[config.mk]
export PLATFORM = sky130hd
export DESIGN_NAME = booth_r4_mul
export DESIGN_NICKNAME = d
export VERILOG_FILES = /design/src/rtl/booth_r4_mul.sv
export SDC_FILE = /design/constraint.sdc
export NUM_CORES = 1
export LEC_CHECK = 0
export BUFFER_PORTS_ARGS = -buffer_cell sky130_fd_sc_hd__buf_2
export CORE_MARGIN = 3
export CORE_UTILIZATION = 30
export CTS_CLUSTER_DIAMETER = 40
export CTS_CLUSTER_SIZE = 16
export DETAILED_ROUTE_END_ITERATION = 16
export HOLD_SLACK_MARGIN = 0.03
export PLACE_DENSITY = 0.53
export SKIP_LAST_GASP = 1
export SLEW_MARGIN = 40
export SYNTH_ARGS = -nofsm -noshare
export SYNTH_HDL_FRONTEND = slang
export SYNTH_SLANG_ARGS = --single-unit
[constraint.sdc]
create_clock -name clk -period 3.6 [get_ports clk]
set_input_delay 0 -clock clk [delete_from_list [all_inputs] [get_ports clk]]
set_output_delay 0 -clock clk [all_outputs]
set_load 0.01 [all_outputs]
[src/rtl/booth_r4_mul.sv]
// Radix-4 (modified Booth) sequential multiplier.
// Operands are extended to WIDTH+2 bits, so the same signed recoder serves both
// signed and unsigned modes. Each CALC cycle retires two multiplier bits.
// Product register z holds the last result until the next done pulse.
module booth_r4_mul #(
  parameter int WIDTH = 16
) (
  input  logic               clk,
  input  logic               rst,
  input  logic               start,
  input  logic [WIDTH-1:0]   x,
  input  logic [WIDTH-1:0]   y,
  input  logic               sign_mode,
  output logic [2*WIDTH-1:0] z,
  output logic               busy,
  output logic               done
);

  // Iterations cover the full WIDTH+2-bit extended multiplier.
  localparam int N     = WIDTH / 2 + 1;
  localparam int AW    = WIDTH + 4;   // accumulator high part, holds +/-2X
  localparam int MW    = WIDTH + 3;   // {y_ext, 1'b0}
  localparam int CNT_W = $clog2(N + 1);

  typedef enum logic [1:0] {
    ST_IDLE = 2'd0,
    ST_CALC = 2'd1,
    ST_DONE = 2'd2
  } state_t;

  state_t                 state_q;
  state_t                 state_d;
  logic signed [AW-1:0]   xe_q;
  logic signed [AW-1:0]   acc_q;
  logic        [MW-1:0]   mreg_q;
  logic        [CNT_W-1:0] cnt_q;

  logic signed [AW-1:0]   sum;
  logic signed [AW-1:0]   acc_nx;
  logic        [MW-1:0]   mreg_nx;
  logic        [2*WIDTH-1:0] product;
  logic                   last_iter;

  // Booth recoding of the low triplet {b1,b0,b-1} into a partial-product term.
  function automatic logic signed [AW-1:0] booth_term(
    input logic        [2:0]    trip,
    input logic signed [AW-1:0] xv
  );
    logic signed [AW-1:0] t;
    case (trip)
      3'b001, 3'b010: t = xv;
      3'b011:         t = xv <<< 1;
      3'b100:         t = -(xv <<< 1);
      3'b101, 3'b110: t = -xv;
      default:        t = '0;
    endcase
    return t;
  endfunction

  // Add the recoded term, then arithmetic-shift {acc, mreg} right by two.
  always_comb begin
    sum       = acc_q + booth_term(mreg_q[2:0], xe_q);
    acc_nx    = {{2{sum[AW-1]}}, sum[AW-1:2]};
    mreg_nx   = {sum[1:0], mreg_q[MW-1:2]};
    // After all shifts the product sits one bit above the appended zero.
    product   = {acc_q[WIDTH-3:0], mreg_q[MW-1:1]};
    last_iter = (cnt_q == CNT_W'(N - 1));
  end

  // State register.
  always_ff @(posedge clk) begin
    if (rst) state_q <= ST_IDLE;
    else     state_q <= state_d;
  end

  // Next-state logic.
  always_comb begin
    state_d = state_q;
    case (state_q)
      ST_IDLE: if (start) state_d = ST_CALC;
      ST_CALC: if (last_iter) state_d = ST_DONE;
      ST_DONE: state_d = ST_IDLE;
      default: state_d = ST_IDLE;
    endcase
  end

  // Operand load, iteration datapath and registered outputs.
  always_ff @(posedge clk) begin
    if (rst) begin
      xe_q   <= '0;
      acc_q  <= '0;
      mreg_q <= '0;
      cnt_q  <= '0;
      z      <= '0;
      busy   <= 1'b0;
      done   <= 1'b0;
    end else begin
      done <= 1'b0;
      case (state_q)
        ST_IDLE: begin
          if (start) begin
            xe_q   <= sign_mode ? {{4{x[WIDTH-1]}}, x} : {4'b0000, x};
            mreg_q <= sign_mode ? {{2{y[WIDTH-1]}}, y, 1'b0} : {2'b00, y, 1'b0};
            acc_q  <= '0;
            cnt_q  <= '0;
            busy   <= 1'b1;
          end
        end
        ST_CALC: begin
          acc_q  <= acc_nx;
          mreg_q <= mreg_nx;
          cnt_q  <= cnt_q + 1'b1;
        end
        ST_DONE: begin
          z    <= product;
          done <= 1'b1;
          busy <= 1'b0;
        end
        default: ;
      endcase
    end
  end

endmodule
==> summary.md, run 1 <==
| Metric | Value |
|---|---|
| Comb power frac | `0.236` |
| Crit start category | `flip-flop` |
| Drt pass-1 iters | `6` |
| Top-count cell post-synth | `nand2_1` |
| Drt wl/cell | `~15 µm` |
| CTS Root Cell | `clkbuf_16` |
| Internal power of the cells | `between 1500 and 2000 µW` |
| CP Max Fanout | `4` |
| Final Net Count | `around 830` |
| Clock share of power | `0.352` |
| Failing checks | `negative setup slack` |
| ANT cells | `0` |
| Clock Path Buffers | `2` |
| Worst hold slack | `137 ps` |
| Synth area leaders | `dfxtp_1, a21oi_1, nand2_1` |
| Initial Util | `0.310` |
| Finished Core Util | `0.417` |
| DRT Wirelength | `between 15 and 20 mm` |
| Post-Syn Nets | `approximately 700` |
| Worst-Margin Slew | `~760 ps` |
| Async S/R FF share, synth | `0` |
| IO Port Bufs | `69` |
| First DRT Iteration DRCs | `~350` |
| RePlAce Congestion | `~0.94` |
| Seq pwr share | `0.412` |
| Synth cell types | `60` |
| VDD IR max | `approximately 0.22 mV` |
| CTS tree | `done` |
| Multi-input logic area | `around 3200 µm²` |
| NetSw | `about 840 µW` |
| Syn_area_per_cell | `a little over 8 µm²` |
| Clock edge transition at the registers on the reported setup and hold paths | `approximately 70 ps` |
| # DRC | `0` |
| Die area | `about 19000 µm²` |
| Fin. max-slew vios | `0` |
| Most instantiated cells after synthesis | `nand2_1, dfxtp_1, a21oi_1` |
| H-tree depth | `3` |
| Setup CP Type | `reg2reg` |
| Fin crit period | `about 3600 ps` |
| RSZ-0062 raised after global routing | `yes` |
| Worst skew pair latency | `350 ps` |
| Sink Count | `94` |
| Fin worst setup slack | `-22.7 ps` |
| CTS buffer count | `9` |
| Sequential-to-total area share from yosys stat | `0.364` |
| First-pass GRT wire length | `approximately 24 mm` |
| Share of layout cells above drive strength 1 | `0.254` |
| FF/Latch Area | `around 1900 µm²` |
| Dpl hpwl | `approximately 11 mm` |
| Finish-stage setup viols | `1` |
| Fin Setup TNS | `-22.7 ps` |
| Synth top area share | `0.364` |
| Post-synth EDFFs | `0` |
| Slew HR | `0.489` |
| GRT overflow | `0` |
| Post-route ant nets | `0` |
| Synthesis Warnings | `0` |
| Data arrival time of the worst path | `slightly below 4000 ps` |
| Status | `complete, but fails checks` |
| Die width | `between 100 and 150 µm` |
| Row cnt | `between 40 and 50` |
| Area delta synth->final | `34.6%` |
| Fmax | `around 280 MHz` |
| Tot Pwr | `2720 µW` |
| Setup crit end kind | `flip-flop` |
| Clk_skew | `~8.7 ps` |
| Hold Vio Cnt, Final | `0` |
| Global Route Usage Sum | `0.158` |
| Largest net degree at the start of global routing | `slightly above 40` |
| Largest area contributor in the netlist | `dfxtp_1` |
| Min-Delay Path Class | `in2reg` |
| MaxCap Viol Count | `0` |
| DR vias/cell | `between 5 and 6` |
| Worst Path Required | `3890 ps` |
| Primary FF master, synth | `dfxtp_1` |
| Sw Ratio | `0.309` |
| Pleak | `between 0.002 and 0.003 µW` |
| Cells after synthesis | `between 600 and 700` |
| Pwr per Cell Area | `391 nW/µm²` |
| Fill count | `~1700` |
| Period utilisation layout | `1.01` |
| Core Box Area | `between 15000 and 20000 µm²` |
| # IOs | `70` |
| Initial antenna violation count | `0` |
| Vias in the first global route | `4700` |
| Via count | `roughly 5200` |
| Die H | `approximately 140 µm` |
| Register bit total from synthesis | `94` |
| Synth Cell Area | `a little over 5000 µm²` |
| Worst slack, placed | `-190 ps` |
-- layout by cell type (no fill, tap or decap), types with 6 or more instances in the layout --
| cell | synthesis | final |
|---|---|---|
| nand2_1 | 95 | 92 |
| nor3_1 | 7 | 6 |
| ha_1 | 22 | 20 |
| clkbuf_16 | 0 | 9 |
| dfxtp_1 | 94 | 92 |
| mux2i_1 | 7 | 7 |
| inv_1 | 13 | 11 |
| buf_2 | 0 | 69 |
| xnor2_1 | 17 | 17 |
| a21oi_1 | 77 | 68 |
| a21oi_2 | 0 | 8 |
| o21ai_0 | 29 | 23 |
| dlygate4sd3_1 | 0 | 35 |
| nand3_1 | 19 | 19 |
| xor2_1 | 12 | 12 |
| a22o_1 | 34 | 34 |
| o21a_1 | 7 | 7 |
| a31oi_1 | 6 | 6 |
| nor2_1 | 41 | 39 |
| buf_4 | 1 | 65 |
| a22oi_1 | 20 | 20 |
-- final cells by class --
type | count | share of cell area
Inverter | 13 | 0.00701
Multi-Input combinational cell | 485 | 0.464
Tap cell | 220 | 0.0395
Clock inverter | 7 | 0.0106
Timing Repair Buffer | 172 | 0.176
Clock buffer | 9 | 0.0324
Sequential cell | 94 | 0.271
-- layer usage --
layer | GRT usage | part of all wire | vias to the layer above
met5 | 0 | 0 | -
met4 | 0.0488 | 0.016 | 0
met3 | 0.0332 | 0.047 | 17
met2 | 0.258 | 0.47 | 119
met1 | 0.208 | 0.47 | 2429
li1 | - | - | 2597
-- cell families after synthesis --
kind of cell	share of synthesized area
buffers and inverters	0.0465
DFF	0.364
adders and majority gates	0.0571
muxes	0.0157
and+or+nand+nor	0.188
xor gates and xnor gates	0.0491
AOI/OAI and AO/OA	0.279
-- critical path, stage by stage, from the launching register on --
cell	delay (ps)
dfxtp_1	360
or3_4	420
nor3_4	160
nand2_2	70
or3_1	340
xor2_1	180
a22oi_1	210
a21oi_1	110
ha_1	320
and3_1	160
o211a_1	200
o2111ai_1	160
a211o_1	340
and3_1	170
or3_1	300
nand3_1	80
-- sequential cells by signal (all words and copies together) (netlist names) --
name,count
done,1
mreg_q,19
z,32
cnt_q,4
acc_q,18
busy,1
state_q,2
xe_q,17
-- what timing repair did --
item | 4_1_cts | 5_1_grt
hold buffers | 35 | 0
endpoints found under the setup margin | 4 | 10
pin swaps | 12 | 14
endpoints found under the hold margin | 42 | 0
buffers inserted | 5 | 3
gates resized for setup | 9 | 26
-- worst paths after layout --
path | startpoint | endpoint | slack [ps] | cells past startpoint
worst max-delay path | xe_q[3] | acc_q[18] | -20 | 15
worst min register to register | acc_q[14] | acc_q[14] | 470 | 2
worst min-delay path | start | busy | 140 | 3
worst max register to register | xe_q[3] | acc_q[18] | -20 | 15
-- power groups by stage --
stage	Sequential, µW	Clock (µW)	Combinational [µW]
after global placement	1140	0	553
after CTS	1120	987	611
after detailed placement	1140	0	563
after global routing	1130	1030	704
after floorplan	1130	0	374
final	1120	960	642
-- through the flow --
step	area [µm²]	cells
3_3_place_gp	6120	941
3_5_place_dp	6130	941
5_1_grt	6960	1000
2_1_floorplan	5220	640
4_1_cts	6850	997
6_report	6960	1000
(Power assumes the default switching activity.)
==> run 2, diff against run 1 <==
--- a/config.mk
+++ b/config.mk
@@ -9,10 +9,11 @@
 export CORE_MARGIN = 3
 export CORE_UTILIZATION = 30
 export CTS_CLUSTER_DIAMETER = 40
-export CTS_CLUSTER_SIZE = 16
 export DETAILED_ROUTE_END_ITERATION = 16
 export HOLD_SLACK_MARGIN = 0.03
 export PLACE_DENSITY = 0.53
+export RECOVER_POWER = 25
+export SKIP_CTS_REPAIR_TIMING = 1
 export SKIP_LAST_GASP = 1
 export SLEW_MARGIN = 40
 export SYNTH_ARGS = -nofsm -noshare
==> run 2 against run 1 <==
The run still ends with negative setup slack left. Critical path depth is the same. Flip-flop and latch count is the same. Clock power is essentially flat. Via count shrank 0.39%. Register-to-register slack lost 70 ps. Global-route usage shrank 0.39 points. Setup slack lost 75 ps. First-iteration DRC count shrank 8.0%. Total power shrank 0.29%. Wire length shrank 0.44%. Maximum frequency shrank 2.0%. Critical path type unchanged. Critical endpoint unchanged. Largest cell class unchanged. Highest routed layer unchanged.
==> summary.md, run 2 (synthesis gave the netlist of run 1 again) <==
| Metric | Value |
|---|---|
| Status | `complete, but fails checks` |
| Failing checks | `negative setup slack` |
| GRT overflow | `0 (unchanged)` |
| First DRT Iteration DRCs | `324 (-8.0%)` |
| CTS buffer count | `9 (unchanged)` |
| VDD IR max | `0.213 mV (-3.9%)` |
| Area delta synth->final | `33.1%` |
| Worst Path Required | `3890 ps (about the same)` |
| RePlAce Congestion | `0.944 (unchanged)` |
| Initial antenna violation count | `0 (unchanged)` |
| Via count | `5142 (-0.39%)` |
| Crit start category | `flip-flop` |
| DR vias/cell | `5.16 (about the same)` |
| Highest Signal Layer | `met4` |
| Finish-stage setup viols | `4 (+3)` |
| Crit path cell chain | `buf_4, or4_4, nor4_4, nor2b_4, xnor2_1, a221oi_1, a31oi_1, ha_1, and4_4, nand2_2, a2bb2oi_2, a211o_1, and3_4, or3_1, nand3_1` |
| Period utilisation layout | `1.03 (+0.0208)` |
| CTS Root Cell | `clkbuf_16` |
| CP Max Fanout | `5 (+1)` |
| ANT cells | `0 (unchanged)` |
| Hold Path Depth | `3 (unchanged)` |
| Clock edge transition at the registers on the reported setup and hold paths | `70 ps (about the same)` |
| Fin. max-slew vios | `0 (unchanged)` |
| MaxCap Viol Count | `0 (unchanged)` |
| First-pass GRT wire length | `23.2 mm (-2.5%)` |
| Vias in the first global route | `4589 (-2.4%)` |
| Worst r2r path cells | `15 (unchanged)` |
| Pwr per Cell Area | `395 nW/µm² (+0.89%)` |
| Sink Count | `94 (unchanged)` |
| Initial Util | `0.310 (unchanged)` |
| Pleak | `0.00281 µW (-5.2%)` |
| Fmax | `270 MHz (-2.0%)` |
| Drt pass-1 iters | `5 (-1)` |
| DRT Wirelength | `15.1 mm (-0.44%)` |
| CP max stage cell | `or4_4` |
| RSZ-0062 raised after global routing | `yes` |
| Non-filler cells in the finished layout | `996 (-0.40%)` |
| CTS tree | `done` |
| Dpl hpwl | `11.0 mm (unchanged)` |
| Finished Core Util | `0.412 (-0.00487)` |
| Setup crit end kind | `flip-flop` |
| Min-Delay Path Class | `in2reg` |
| Die H | `137 µm (unchanged)` |
| Reg2Reg Setup Slack | `-100 ps (-70 ps)` |
| Setup CP Type | `reg2reg` |
| Met3 WL post-DR | `656 µm (-7.3%)` |
| # DRC | `0 (unchanged)` |
| Clock Path Buffers | `2 (unchanged)` |
| Post-route ant nets | `0 (unchanged)` |
| Met2 WL | `7.08 mm (about the same)` |
| Worst skew pair latency | `360 ps (about the same)` |
| Die area | `18800 µm² (unchanged)` |
| Largest register FFs | `32 (unchanged)` |
| Hold Vio Cnt, Final | `0 (unchanged)` |
| Fin crit period | `3700 ps (+75.0 ps)` |
| Clk_skew | `12.6 ps (+3.94 ps)` |
| # IOs | `70 (unchanged)` |
| H-tree depth | `3 (unchanged)` |
| Largest register by flop count | `z` |
| Row cnt | `47 (unchanged)` |
| Data arrival time of the worst path | `3990 ps (+70 ps)` |
| Largest net degree at the start of global routing | `41 (unchanged)` |
| Die width | `137 µm (unchanged)` |
| Largest registers | `z: 32 flops, mreg_q: 19 flops, acc_q: 18 flops` |
| Drt wl/cell | `15.1 µm (about the same)` |
| Worst-Margin Slew | `775 ps (+12.0 ps)` |
| Core Box Area | `16700 µm² (unchanged)` |
| IO Port Bufs | `69 (unchanged)` |
| Slew HR | `0.481 (-0.00805)` |
| Cell count after placement | `941 (unchanged)` |
| Share of layout cells above drive strength 1 | `0.207 (-0.0464)` |
| Fin worst setup slack | `-97.7 ps (-75.0 ps)` |
| DRT met1 WL | `7.08 mm (-0.14%)` |
| Final Net Count | `830 (-0.48%)` |
| Most frequent cells in the layout | `nand2_1, dfxtp_1, a21oi_1` |
| Global Route Usage Sum | `0.154 (-0.00394)` |
| Worst stage delay on the critical path | `560 ps (+140 ps)` |
## run 2: path summary, 6_finish.rpt
check	from	end
hold / removal	start	busy
setup / recovery	xe_q[1]	acc_q[18]
setup reg to reg	xe_q[1]	acc_q[18]
hold reg to reg	mreg_q[6]	mreg_q[6]
## run 2: worst max-delay path: cells and delay by family (launching register included)
family          cells  cell delay (ps)
simple gates        8             1940
buf+inv             1              150
compound gates      4              810
fa+ha+maj           1              360
xor+xnor            1               70
flops               1              330
## run 2: power breakdown
group | switching, µW | internal [µW]
logic | 328 | 304
clock network | 470 | 492
registers | 43.3 | 1080
## run 2: cell type report
class                           count  area [µm²]
Inverter                           13        48.8
Timing Repair Buffer              168        1150
Multi-Input combinational cell    485        3220
Clock inverter                      7        73.8
Sequential cell                    94        1880
Clock buffer                        9         225
Tap cell                          220         275
Fill cell                        1762        9820
## run 2: per-layer routing
layer,GRT usage,up-vias
met3,0.0340,17
met4,0.0482,0
met2,0.248,126
li1,-,2588
met1,0.205,2411
met5,0,-
## run 2: stage by stage
| step | total power [µW] | setup slack, ps | hold WS (ps) | cell area (µm²) | setup TNS (ps) |
|---|---|---|---|---|---|
| final | 2710 | -97.7 | 142 | 6880 | -216 |
| after global routing | 2850 | -332 | 151 | 6880 | -1820 |
| after detailed placement | 1710 | -190 | 254 | 6130 | -426 |
| after CTS | 2670 | -211 | -133 | 6430 | -502 |
| after global placement | 1700 | -85.3 | 250 | 6120 | -136 |
| after floorplan | 1500 | -14.7 | 128 | 5220 | -14.7 |
==> run 3, diff against run 2 <==
--- a/config.mk
+++ b/config.mk
@@ -6,6 +6,7 @@
 export NUM_CORES = 1
 export LEC_CHECK = 0
 export BUFFER_PORTS_ARGS = -buffer_cell sky130_fd_sc_hd__buf_2
+export CORE_ASPECT_RATIO = 1.1
 export CORE_MARGIN = 3
 export CORE_UTILIZATION = 30
 export CTS_CLUSTER_DIAMETER = 40
@@ -14,7 +15,6 @@
 export PLACE_DENSITY = 0.53
 export RECOVER_POWER = 25
 export SKIP_CTS_REPAIR_TIMING = 1
-export SKIP_LAST_GASP = 1
 export SLEW_MARGIN = 40
 export SYNTH_ARGS = -nofsm -noshare
 export SYNTH_HDL_FRONTEND = slang
==> run 3 against run 2 <==
Critical path type unchanged. First-iteration DRC count grew 17%. Largest power group unchanged. The flow still finishes with violations (negative setup slack). Sequential share of layout area shrank 0.99 points. Maximum frequency grew 0.56%. Hold slack gained 9.0 ps. Flip-flop and latch count is the same. Die area is essentially flat. Utilization grew 1.8 points. Total power grew 6.2%. Non-clock buffer count grew 11. Via count grew 0.29%.
==> summary.md, run 3 (synthesis gave the netlist of run 1 again) <==
| Metric | Value |
|---|---|
| H-tree depth | `3 (unchanged)` |
| Fin Setup TNS | `-150 ps (+65.3 ps)` |
| Area delta synth->final | `38.1%` |
| Worst R2R Start | `xe_q[1]` |
| DRT Wirelength | `15.4 mm (+2.2%)` |
| Fin worst setup slack | `-77.0 ps (+20.7 ps)` |
| Reg2Reg Setup Slack | `-80 ps (+20 ps)` |
| IO Port Bufs | `69 (unchanged)` |
| Clk_skew | `13.2 ps (+0.559 ps)` |
| Share of layout cells above drive strength 1 | `0.244 (+0.0365)` |
| Final Net Count | `841 (+1.3%)` |
| Clock Path Buffers | `2 (unchanged)` |
| Global Route Usage Sum | `0.159 (+0.00498)` |
| Most frequent cells in the layout | `dfxtp_1, nand2_1, buf_4` |
| Fmax | `272 MHz (+0.56%)` |
| Multi-input logic area | `3340 µm² (+3.8%)` |
| Worst slack, placed | `-240 ps (-49.9 ps)` |
| Drt wl/cell | `15.1 µm (+0.20%)` |
| Setup crit end kind | `flip-flop` |
| Period utilisation layout | `1.02 (-0.00574)` |
| Crit start category | `flip-flop` |
| Design Area, Final | `7140 µm² (+3.8%)` |
| Finish-stage setup viols | `3 (-1)` |
| Initial Util | `0.311 (+0.00161)` |
| Hold EP | `busy` |
| Die area | `18800 µm² (about the same)` |
| Worst r2r path cells | `17 (+2)` |
| Fin. max-slew vios | `0 (unchanged)` |
| Hold Path Depth | `3 (unchanged)` |
| CTS tree | `done` |
| Sink Count | `94 (unchanged)` |
| Row cnt | `49 (+4.3%)` |
| Failing checks | `negative setup slack` |
| Slew HR | `0.599 (+0.118)` |
| # IOs | `70 (unchanged)` |
| Largest net degree at the start of global routing | `41 (unchanged)` |
| Fill count | `1682 (-4.5%)` |
| Reg2reg end | `acc_q[18]` |
| MaxCap Viol Count | `0 (unchanged)` |
| ANT cells | `0 (unchanged)` |
| DR vias/cell | `5.08 (-1.7%)` |
| Fin crit period | `3680 ps (-20.7 ps)` |
| Pleak | `0.00291 µW (+3.4%)` |
| First-pass GRT wire length | `24.5 mm (+5.9%)` |
| Die H | `144 µm (+4.7%)` |
| Hold Vio Cnt, Final | `0 (unchanged)` |
| Core Box Area | `16600 µm² (-0.52%)` |
| Via count | `5157 (+0.29%)` |
| Largest register FFs | `32 (unchanged)` |
| Worst-Margin Slew | `602 ps (-173 ps)` |
| Setup CP Type | `reg2reg` |
| Dpl hpwl | `11.1 mm (+0.41%)` |
| # DRC | `0 (unchanged)` |
| FF/Latch Area | `1880 µm² (about the same)` |
| Drt pass-1 iters | `5 (unchanged)` |
| Data arrival time of the worst path | `3990 ps (about the same)` |
| RePlAce Congestion | `0.901 (-4.6%)` |
| Commonest non-fill, non-tap cell in the layout | `dfxtp_1` |
| Worst skew pair latency | `360 ps (about the same)` |
| CTS buffer count | `9 (unchanged)` |
| RSZ-0062 raised after global routing | `yes` |
| Hold Startpoint | `start` |
| Status | `complete, but fails checks` |
| Initial antenna violation count | `0 (unchanged)` |
| Worst Path Required | `3910 ps (+20 ps)` |
| Die width | `131 µm (-4.5%)` |
| Largest registers | `z: 32 flops, mreg_q: 19 flops, acc_q: 18 flops` |
| GRT overflow | `0 (unchanged)` |
| VDD IR max | `0.246 mV (+16%)` |
| Vias in the first global route | `4817 (+5.0%)` |
| Largest register by flop count | `z` |
| Crit. Startpoint | `xe_q[1]` |
| CTS Root Cell | `clkbuf_16` |
| First DRT Iteration DRCs | `380 (+17%)` |
| Post-route ant nets | `0 (unchanged)` |
| CP Max Fanout | `4 (-1)` |
| Clock edge transition at the registers on the reported setup and hold paths | `80 ps (about the same)` |
| Placed inst area | `6230 µm² (+1.6%)` |
| Min-Delay Path Class | `in2reg` |
| Pwr per Cell Area | `404 nW/µm² (+2.3%)` |
run 3: layout make-up:
class | instances | share of cell area
multi-input cells | 485 | 0.468
flip-flops and latches | 94 | 0.264
repair buffers | 179 | 0.174
well taps | 229 | 0.0401
clock buffers | 9 | 0.0315
clock inverters | 7 | 0.0161
inverters | 13 | 0.00683
run 3: how the worst max path moves through the flow:
stage,to,slack (ps)
after floorplan,acc_q[18],-10
after global routing,acc_q[18],-270
after CTS,acc_q[18],-250
after global placement,acc_q[18],-80
after detailed placement,acc_q[18],-240
final,acc_q[18],-80
run 3: report_power, final:
group	internal (µW)	total (µW)	switching (µW)
registers	1080	1120	42.8
clock network	627	1100	470
logic	323	665	342
run 3: metrics by stage:
step                utilization  instances  total power (µW)  hold slack (ps)
floorplan                     -        640              1500              128
global placement          0.375        963              1710              244
detailed placement        0.375        963              1720              251
CTS                       0.395        979              2820             -136
global route              0.430       1016              3020              156
finish                    0.430       1016              2880              151
run 3: metal layers:
layer / vias to the layer above / GRT usage / part of all wire
met3: 25 / 0.0217 / 0.035
met5: - / 0 / 0
met4: 0 / 0.0625 / 0.021
li1: 2604 / - / -
met1: 2409 / 0.215 / 0.48
met2: 119 / 0.259 / 0.46
run 3: critical path, cell delays in order (launching register included):
cell and delay (ps):
dfxtp_2 330, inv_2 70, ha_4 130, nor4b_4 240, nand2_2 100, or4_4 520
nand2_4 100, xnor2_4 80, a221oi_2 260, a31oi_1 100, ha_1 340, and3_1 160
o211a_1 210, o2111ai_2 130, a211o_1 300, and3_4 170, or3_1 310, nand3_1 80
